===== src/rtl/dot_matrix_pkg.sv =====
// dot_matrix_pkg
//   Shared constants and types for the 8x8 LED dot matrix driver.
//   DM_ROWS/DM_COLS : matrix geometry
//   DM_ROW_W        : width of a row index
//   dm_state_t      : scan FSM state (DRIVE, BLANK)
//   dm_row_t        : one row of pixels, bit i = column i, 1 = lit
package dot_matrix_pkg;

   localparam int DM_ROWS  = 8;
   localparam int DM_COLS  = 8;
   localparam int DM_ROW_W = 3;

   typedef enum logic {
      ST_DRIVE = 1'b0,
      ST_BLANK = 1'b1
   } dm_state_t;

   typedef logic [DM_COLS-1:0] dm_row_t;

   // One-hot, active-low select pattern for a row.
   function automatic dm_row_t row_select(input logic [DM_ROW_W-1:0] row);
      return ~(dm_row_t'(1) << row);
   endfunction

endpackage


===== src/rtl/dot_matrix_driver_scanner.sv =====
// dot_row_scanner
//   Row scan sequencer: hold counter, row index and DRIVE/BLANK FSM.
//   Parameter ROW_HOLD : cycles each row is driven (1..255).
//   Macro DOT_MATRIX_GHOST_BLANK_EN : when defined, a one-cycle BLANK
//   follows every row; otherwise rows change back-to-back.
//   Ports:
//     clock, reset : scan clock, synchronous active-high reset
//     row_idx      : row shown in the coming cycle
//     drive_en     : coming cycle is a DRIVE cycle
//     frame_end    : coming cycle is the last cycle of the frame
module dot_row_scanner
   import dot_matrix_pkg::*;
#(
   parameter int unsigned ROW_HOLD = 2
) (
   input  logic                clock,
   input  logic                reset,
   output logic [DM_ROW_W-1:0] row_idx,
   output logic                drive_en,
   output logic                frame_end
);

   localparam logic [7:0] HOLD_LAST = 8'(ROW_HOLD - 1);
   localparam logic [DM_ROW_W-1:0] LAST_ROW = DM_ROW_W'(DM_ROWS - 1);

   dm_state_t             state_q, state_d;
   logic [DM_ROW_W-1:0]   row_q, row_d;
   logic [7:0]            cnt_q, cnt_d;
   logic                  run_q;

   // The outputs describe the *next* cycle so the top level can register
   // them and still show row 0 on the first cycle after reset releases.
   always_comb begin
      state_d = ST_DRIVE;
      row_d   = row_q;
      cnt_d   = '0;
      if (!run_q) begin
         row_d = '0;
      end else begin
         case (state_q)
            ST_DRIVE: begin
               if (cnt_q == HOLD_LAST) begin
`ifdef DOT_MATRIX_GHOST_BLANK_EN
                  state_d = ST_BLANK;
`else
                  row_d = row_q + DM_ROW_W'(1);
`endif
               end else begin
                  cnt_d = cnt_q + 8'd1;
               end
            end
            ST_BLANK: row_d = row_q + DM_ROW_W'(1);
            default:  row_d = '0;
         endcase
      end
   end

   assign row_idx  = row_d;
   assign drive_en = (state_d == ST_DRIVE);
`ifdef DOT_MATRIX_GHOST_BLANK_EN
   assign frame_end = (state_d == ST_BLANK) && (row_d == LAST_ROW);
`else
   assign frame_end = (state_d == ST_DRIVE) && (row_d == LAST_ROW) &&
                      (cnt_d == HOLD_LAST);
`endif

   always_ff @(posedge clock) begin
      if (reset) begin
         state_q <= ST_DRIVE;
         row_q   <= '0;
         cnt_q   <= '0;
         run_q   <= 1'b0;
      end else begin
         state_q <= state_d;
         row_q   <= row_d;
         cnt_q   <= cnt_d;
         run_q   <= 1'b1;
      end
   end

endmodule


===== src/rtl/dot_matrix_driver.sv =====
// dot_matrix_driver
//   Double-buffered 8x8 LED matrix row-scan driver. Writes go to a back
//   buffer; a commit swaps it into view at the next frame end.
//   Macro DOT_MATRIX_GHOST_BLANK_EN : insert one blank cycle after each row.
//   Ports:
//     clock, reset        : scan clock, synchronous active-high reset
//     wr_valid/wr_ready   : back-buffer row write handshake
//     wr_row, wr_data     : row index and pixels (bit i = column i)
//     commit              : request swap at the next frame end
//     frame_done          : pulse on the last cycle of each frame
//     dot_row             : one-hot active-low row select
//     dot_col             : active-high column data
module dot_matrix_driver
   import dot_matrix_pkg::*;
#(
   parameter int unsigned ROW_HOLD = 2
) (
   input  logic                clock,
   input  logic                reset,
   input  logic                wr_valid,
   output logic                wr_ready,
   input  logic [DM_ROW_W-1:0] wr_row,
   input  logic [DM_COLS-1:0]  wr_data,
   input  logic                commit,
   output logic                frame_done,
   output logic [DM_ROWS-1:0]  dot_row,
   output logic [DM_COLS-1:0]  dot_col
);

   dm_row_t             front [DM_ROWS];
   dm_row_t             back  [DM_ROWS];
   logic                pending_q, pending_d;
   logic                swap, wr_fire;
   logic [DM_ROW_W-1:0] row_idx;
   logic                drive_en, frame_end;

   dot_row_scanner #(.ROW_HOLD(ROW_HOLD)) u_scanner (
      .clock     (clock),
      .reset     (reset),
      .row_idx   (row_idx),
      .drive_en  (drive_en),
      .frame_end (frame_end)
   );

   // frame_done marks the current cycle as frame end.
   assign swap    = frame_done & pending_q;
   assign wr_fire = wr_valid & wr_ready;

   always_comb begin
      pending_d = pending_q;
      if (swap)
         pending_d = 1'b0;
      else if (commit)
         pending_d = 1'b1;
   end

   always_ff @(posedge clock) begin
      if (reset) begin
         for (int unsigned i = 0; i < DM_ROWS; i++) begin
            front[i] <= '0;
            back[i]  <= '0;
         end
         pending_q  <= 1'b0;
         wr_ready   <= 1'b0;
         frame_done <= 1'b0;
         dot_row    <= '1;
         dot_col    <= '0;
      end else begin
         if (wr_fire)
            back[wr_row] <= wr_data;
         if (swap)
            for (int unsigned i = 0; i < DM_ROWS; i++)
               front[i] <= back[i];
         pending_q  <= pending_d;
         wr_ready   <= ~pending_d;
         frame_done <= frame_end;
         dot_row    <= drive_en ? row_select(row_idx) : '1;
         // Front is being replaced on a swap edge, so read the new data
         // straight from the back buffer for the first row-0 cycle.
         dot_col    <= drive_en ? (swap ? back[row_idx] : front[row_idx]) : '0;
      end
   end

endmodule


===== config.mk =====
export PLATFORM = sky130hd
export DESIGN_NAME = dot_matrix_driver
export DESIGN_NICKNAME = d
export VERILOG_FILES = /design/src/rtl/dot_matrix_pkg.sv /design/src/rtl/dot_matrix_driver_scanner.sv /design/src/rtl/dot_matrix_driver.sv
export SDC_FILE = /design/constraint.sdc
export NUM_CORES = 1
export LEC_CHECK = 0
export CORE_MARGIN = 2
export CORE_UTILIZATION = 55
export DETAILED_ROUTE_END_ITERATION = 16
export PLACE_DENSITY = 0.73
export RECOVER_POWER = 25
export SLEW_MARGIN = 20
export SYNTH_ARGS = -nofsm -noshare
export SYNTH_HDL_FRONTEND = slang
export SYNTH_SLANG_ARGS = --single-unit

===== constraint.sdc =====
create_clock -name clock -period 5.2 [get_ports clock]
set_input_delay 1.04 -clock clock [delete_from_list [all_inputs] [get_ports clock]]
set_output_delay 1.04 -clock clock [all_outputs]
set_load 0.01 [all_outputs]

==> qor.txt, run 1 <==
outcome -> finished with violations
failing checks -> capacitance limit, slew limit
vias in the first global route -> 5832
chip height -> 127 µm
CP required -> 5.50 ns
Reg clk slew, reported paths -> 0.06 ns
gpl congestion -> 0.907
critical path's slowest cell -> nor4b_1
Critical Path Max Stage Delay -> 1.40 ns
yosys warns -> 0
Pwr Total -> 2.87 mW
Fill cells -> 1112
Bufs and invs on worst path -> 1
TritonRoute pass-1 iters -> 6
ys async rst share -> 0
Slew Limit Fails -> 46
post-synth net total -> 758
first-pass GRT wire length -> 34100 µm
CP Capture Type -> flop
Most Crowded Layer GR -> met2
most frequent cells in the layout -> 128 x edfxtp_1, 89 x and2_1, 43 x nor2_1, 42 x o21ai_0, 42 x mux2i_1
sequential element share of the synthesized area -> 0.538
final hold violation count -> 0
total setup buffers inserted after CTS -> 0
H-tree levels -> 4
cts hold-fix bufs -> 0
area of the multi-input gates -> 3570 µm²
crit path DAT -> 4.55 ns
grt total ovfl -> 0
DP Cell Count -> 925
drt wl/cell -> 23.3 µm
starting density of the core -> 0.567
CP Cell Sequence -> ha_1, nor4b_1, nand2_1, clkbuf_1, a221oi_1, o21ai_0, a311o_1
synthesized area -> 8300 µm²
DRC -> 0
initial antenna violation count -> 0
CP Launch Type -> flop
Final WS setup -> 0.948 ns
Post-layout nets -> 778
register bit total from synthesis -> 159
fmax -> 235 MHz
DRT antenna net count -> 0
GR Layer Usage met3 -> 0.0675
register area -> 4470 µm²
Yosys cell types -> 59
Post-synth EDFFs -> 128
worst vdd ir -> 247 µV
# rows -> 44
Detailed Route Iter0 Violations -> 737
Ant. Diodes -> 0
Yosys top cell by area -> edfxtp_1
Clock Sinks -> 159
most common library cell in the layout ignoring fill and taps -> edfxtp_1
layout cells sized above 1 -> 0.113
final wirelength -> 22300 µm
Pwr per Cell Area -> 308 nW/µm²
clk root buf -> clkbuf_16
overall die width -> 127 µm
final worst path period need -> 4.25 ns
P_leak -> 3.21 nW
via count -> 6249
Final period util -> 0.818
setup TNS -> 0 ns
Rel. slew slack -> -0.252
Synth area leaders -> edfxtp_1 46%, and2_1 8.4%, dfxtp_1 7.5%, mux2i_1 5.1%, mux2_2 3.7%
CTS tree -> done
largest net degree at the start of global routing -> 59
DP Wirelength -> 14800 µm
post-route insts no fill -> 957
Ports -> 33
clock skew -> 0.00945 ns
met1 Resource Use GR -> 0.401
Clock Path Buffers -> 2
synthesized area per cell -> 11.2 µm²
crit path kind -> flop to flop
Hold Crit Class -> flop to flop
final setup vio count -> 0
top_reg_cell synth -> edfxtp_1
synth-to-layout area growth -> 12.4%
RSZ-0062 raised after global routing -> false
final core occ -> 0.637
Die ar. -> 16100 µm²
Global Route Usage Sum -> 0.284
Core Footprint -> 14600 µm²
post-cts repair resize count -> 0
top-area cell type share of the netlist area -> 0.463
Synth Instances -> 740
M2 GR Usage -> 0.433
post-DR vias/cell -> 6.53
max cap viols -> 2
pre-CTS setup slack -> 1.57 ns
PortBufs -> 32
CP top delay family -> simple AND/OR/NAND/NOR gates
actual slew at the worst max-slew pin -> 1.87 ns
CP max FO -> 24
Skew-Pair Late Insertion Delay -> 0.43 ns
cts bufs inserted -> 17
-- routing by layer --
layer | vias to the layer above | wire length [µm] | part of all wire
met5 | - | 0 | 0
met2 | 354 | 10400 | 0.47
met1 | 3054 | 9440 | 0.42
met3 | 51 | 1990 | 0.089
li1 | 2790 | - | -
met4 | 0 | 471 | 0.021
-- cell type report --
| type | instances | area share |
|---|---|---|
| Inverter | 8 | 0.00335 |
| Multi-Input combinational cell | 522 | 0.383 |
| Clock inverter | 14 | 0.0141 |
| Clock buffer | 18 | 0.0471 |
| Sequential cell | 159 | 0.479 |
| Tap cell | 184 | 0.0247 |
| Timing Repair Buffer | 52 | 0.0488 |
-- synthesized netlist by cell type (15+ instances only) --
| cell type | n |
|---|---|
| o21ai_0 | 43 |
| nor2_1 | 44 |
| o2bb2ai_1 | 15 |
| nor2b_1 | 18 |
| mux2_2 | 27 |
| a21boi_0 | 15 |
| mux2i_1 | 42 |
| nand2_1 | 38 |
| and2_1 | 112 |
| clkbuf_1 | 32 |
| dfxtp_1 | 31 |
| nand3_1 | 16 |
| edfxtp_1 | 128 |
| a22oi_1 | 20 |
-- worst reg2reg max path, stage by stage (launching register included) --
cell      delay, ns
dfxtp_1        0.43
ha_1           0.21
nor4b_1        1.40
nand2_1        0.32
clkbuf_1       0.69
a221oi_1       0.45
o21ai_0        0.17
a311o_1        0.45
-- final timing paths --
check | from | end | slack [ns] | cells past startpoint
worst min register to register | u_scanner.cnt_q[0]$_SDFF_PP0_ | u_scanner.cnt_q[0]$_SDFF_PP0_ | 0.50 | 1
worst max-delay path | u_scanner.cnt_q[0]$_SDFF_PP0_ | dot_col[5]$_SDFF_PP0_ | 0.95 | 7
worst min-delay path | u_scanner.cnt_q[0]$_SDFF_PP0_ | u_scanner.cnt_q[0]$_SDFF_PP0_ | 0.50 | 1
worst max register to register | u_scanner.cnt_q[0]$_SDFF_PP0_ | dot_col[5]$_SDFF_PP0_ | 0.95 | 7
-- cell families after synthesis --
| family | share of synthesized area |
|---|---|
| simple gates | 0.184 |
| compound gates | 0.149 |
| flops | 0.538 |
| mux | 0.0873 |
| buf+inv | 0.0303 |
| xor+xnor | 0.00739 |
| fa+ha+maj | 0.00452 |
-- power breakdown --
part | total [mW] | switching [mW] | internal (mW)
logic | 0.209 | 0.129 | 0.0801
registers | 1.45 | 0.0359 | 1.42
clock network | 1.20 | 0.526 | 0.679
-- through the flow --
step	hold WS, ns	area (µm²)
floorplan	0.452	8300
global placement	0.481	8780
detailed placement	0.489	8780
CTS	0.505	9360
global route	0.534	9330
finish	0.505	9330
-- registers in the layout, indices dropped and copies added, names as in the netlist --
register / cells
u_scanner.run_q: 1
front: 64
dot_row: 8
pending_q: 1
wr_ready: 1
u_scanner.cnt_q: 8
frame_done: 1
u_scanner.row_q: 3
dot_col: 8
back: 64
(Power assumes the default switching activity.)
==> run 2: changes to the inputs <==
--- a/config.mk
+++ b/config.mk
@@ -8,7 +8,7 @@
 export CORE_MARGIN = 2
 export CORE_UTILIZATION = 55
 export DETAILED_ROUTE_END_ITERATION = 16
-export PLACE_DENSITY = 0.73
+export PLACE_DENSITY = 0.76
 export RECOVER_POWER = 25
 export SLEW_MARGIN = 20
 export SYNTH_ARGS = -nofsm -noshare
==> constraint.sdc (replaced) <==
create_clock -name clock -period 3.6 [get_ports clock]
set_input_delay 0.72 -clock clock [delete_from_list [all_inputs] [get_ports clock]]
set_output_delay 0.72 -clock clock [all_outputs]
set_load 0.01 [all_outputs]
==> run 2 against run 1 <==
Effect of this change: the flow now finishes without violations; die area did not move; cell count rose by 1.0%; combinational power rose by 50%; critical endpoint is now dot_col[2]$_SDFF_PP0_; largest cell class unchanged; largest power group unchanged; highest routed layer unchanged.
==> qor.txt, run 2 (synthesis gave the netlist of run 1 again) <==
Post-layout nets -> 788
Die ar. -> 16100 µm²
final setup vio count -> 0
P_leak -> 3.28 nW
Ant. Diodes -> 0
via count -> 6206
CP Capture Type -> flop
Rel. slew slack -> 0.124
most common library cell in the layout ignoring fill and taps -> edfxtp_1
clock skew -> 0.0130 ns
total setup buffers inserted after CTS -> 0
critical path's slowest cell -> clkbuf_1
TritonRoute pass-1 iters -> 6
initial antenna violation count -> 0
Ports -> 33
CP Launch Type -> input pin
Global Route Usage Sum -> 0.298
gpl congestion -> 0.926
Clock power frac -> 0.419
DRT antenna net count -> 0
outcome -> finished clean
RR Endpoint -> dot_col[2]$_SDFF_PP0_
synth-to-layout area growth -> 13.5%
final hold violation count -> 0
DP Wirelength -> 16000 µm
FF-to-FF Start -> u_scanner.cnt_q[0]$_SDFF_PP0_
post-DR vias/cell -> 6.42
drt wl/cell -> 23.8 µm
crit path DAT -> 3.41 ns
CP top delay family -> buffers and inverters
Pwr per Cell Area -> 442 nW/µm²
cts hold-fix bufs -> 0
critical path depth -> 6
Reg clk slew, reported paths -> 0.06 ns
final wirelength -> 23000 µm
Bufs and invs on worst path -> 2
Final WS setup -> 0.497 ns
grt total ovfl -> 0
actual slew at the worst max-slew pin -> 1.31 ns
CTS tree -> done
max cap viols -> 0
H-tree levels -> 4
largest net degree at the start of global routing -> 59
Fill cells -> 1154
CP Cell Sequence -> clkdlybuf4s50_1, clkbuf_1, a21oi_1, o21ai_0, a31oi_1, or4_1
Clock Path Buffers -> 2
final core occ -> 0.643
Slew Limit Fails -> 0
register share of total power -> 0.506
CP max FO -> 25
P_sw -> 1.02 mW
overall die width -> 127 µm
setup TNS -> 0 ns
Hold Crit Class -> flop to flop
pre-CTS setup slack -> 0.807 ns
Hold Crit Endpoint -> u_scanner.cnt_q[0]$_SDFF_PP0_
# rows -> 44
Critical Path Max Stage Delay -> 0.97 ns
cts bufs inserted -> 17
Skew-Pair Late Insertion Delay -> 0.44 ns
post-cts repair resize count -> 0
first-pass GRT wire length -> 35800 µm
vias in the first global route -> 6042
Final period util -> 0.862
R2R setup slack -> 0.69 ns
final worst path period need -> 3.10 ns
chip height -> 127 µm
most frequent cells in the layout -> 128 x edfxtp_1, 101 x and2_1, 43 x nor2_1, 42 x o21ai_0, 42 x mux2i_1
CP required -> 3.91 ns
Gate power share -> 0.075
Int Pwr -> 3.14 mW
fmax -> 322 MHz
biggest regs -> back x64, front x64
Clock Sinks -> 159
Pwr Total -> 4.16 mW
R2R depth -> 6
WHS Path Cells -> 1
worst vdd ir -> 379 µV
DRC -> 0
Core Footprint -> 14600 µm²
layout cells sized above 1 -> 0.121
PortBufs -> 32
crit path kind -> input pin to flop
hold path start -> u_scanner.cnt_q[0]$_SDFF_PP0_
RSZ-0062 raised after global routing -> false
WHS -> 0.512 ns
Detailed Route Iter0 Violations -> 914
starting density of the core -> 0.567
clk root buf -> clkbuf_16
Switching Share -> 0.246
-- run 2: final cells by class --
cell class	instances	area, µm²	share of cell area
clock inverter	14	131	0.0140
clock buffer	18	429	0.0456
timing repair buffer	62	543	0.0577
tap	184	230	0.0245
inverter	8	30.0	0.00319
sequential	159	4470	0.474
multi-input combinational	522	3580	0.381
-- run 2: stage by stage --
step                      instance area (µm²)  std cells
after floorplan                          8300        740
after global placement                   8870        935
after detailed placement                 8870        935
after CTS                                9430        967
after global routing                     9420        967
final                                    9420        967
-- run 2: metal layers --
| layer | GRT usage | share of wire |
|---|---|---|
| met1 | 0.431 | 0.44 |
| met2 | 0.452 | 0.46 |
| met3 | 0.0641 | 0.086 |
| met4 | 0.0944 | 0.016 |
| met5 | 0 | 0 |
-- run 2: worst max path at each step --
stage / startpoint / end / slack, ns
2_1_floorplan: reset / front[0][0]$_SDFFCE_PN0P_ / 0.87
3_3_place_gp: reset / dot_col[2]$_SDFF_PP0_ / 0.89
3_5_place_dp: u_scanner.cnt_q[0]$_SDFF_PP0_ / dot_col[2]$_SDFF_PP0_ / 0.81
4_1_cts: u_scanner.cnt_q[0]$_SDFF_PP0_ / dot_col[2]$_SDFF_PP0_ / 0.77
5_1_grt: reset / dot_col[2]$_SDFF_PP0_ / 0.34
6_report: reset / dot_col[2]$_SDFF_PP0_ / 0.50
-- run 2: power groups by stage --
stage	Combinational, mW	Sequential (mW)	Clock, mW
floorplan	0.191	2.12	0
global placement	0.300	2.14	0
detailed placement	0.309	2.14	0
CTS	0.310	2.10	1.76
global route	0.336	2.11	1.83
finish	0.313	2.11	1.74
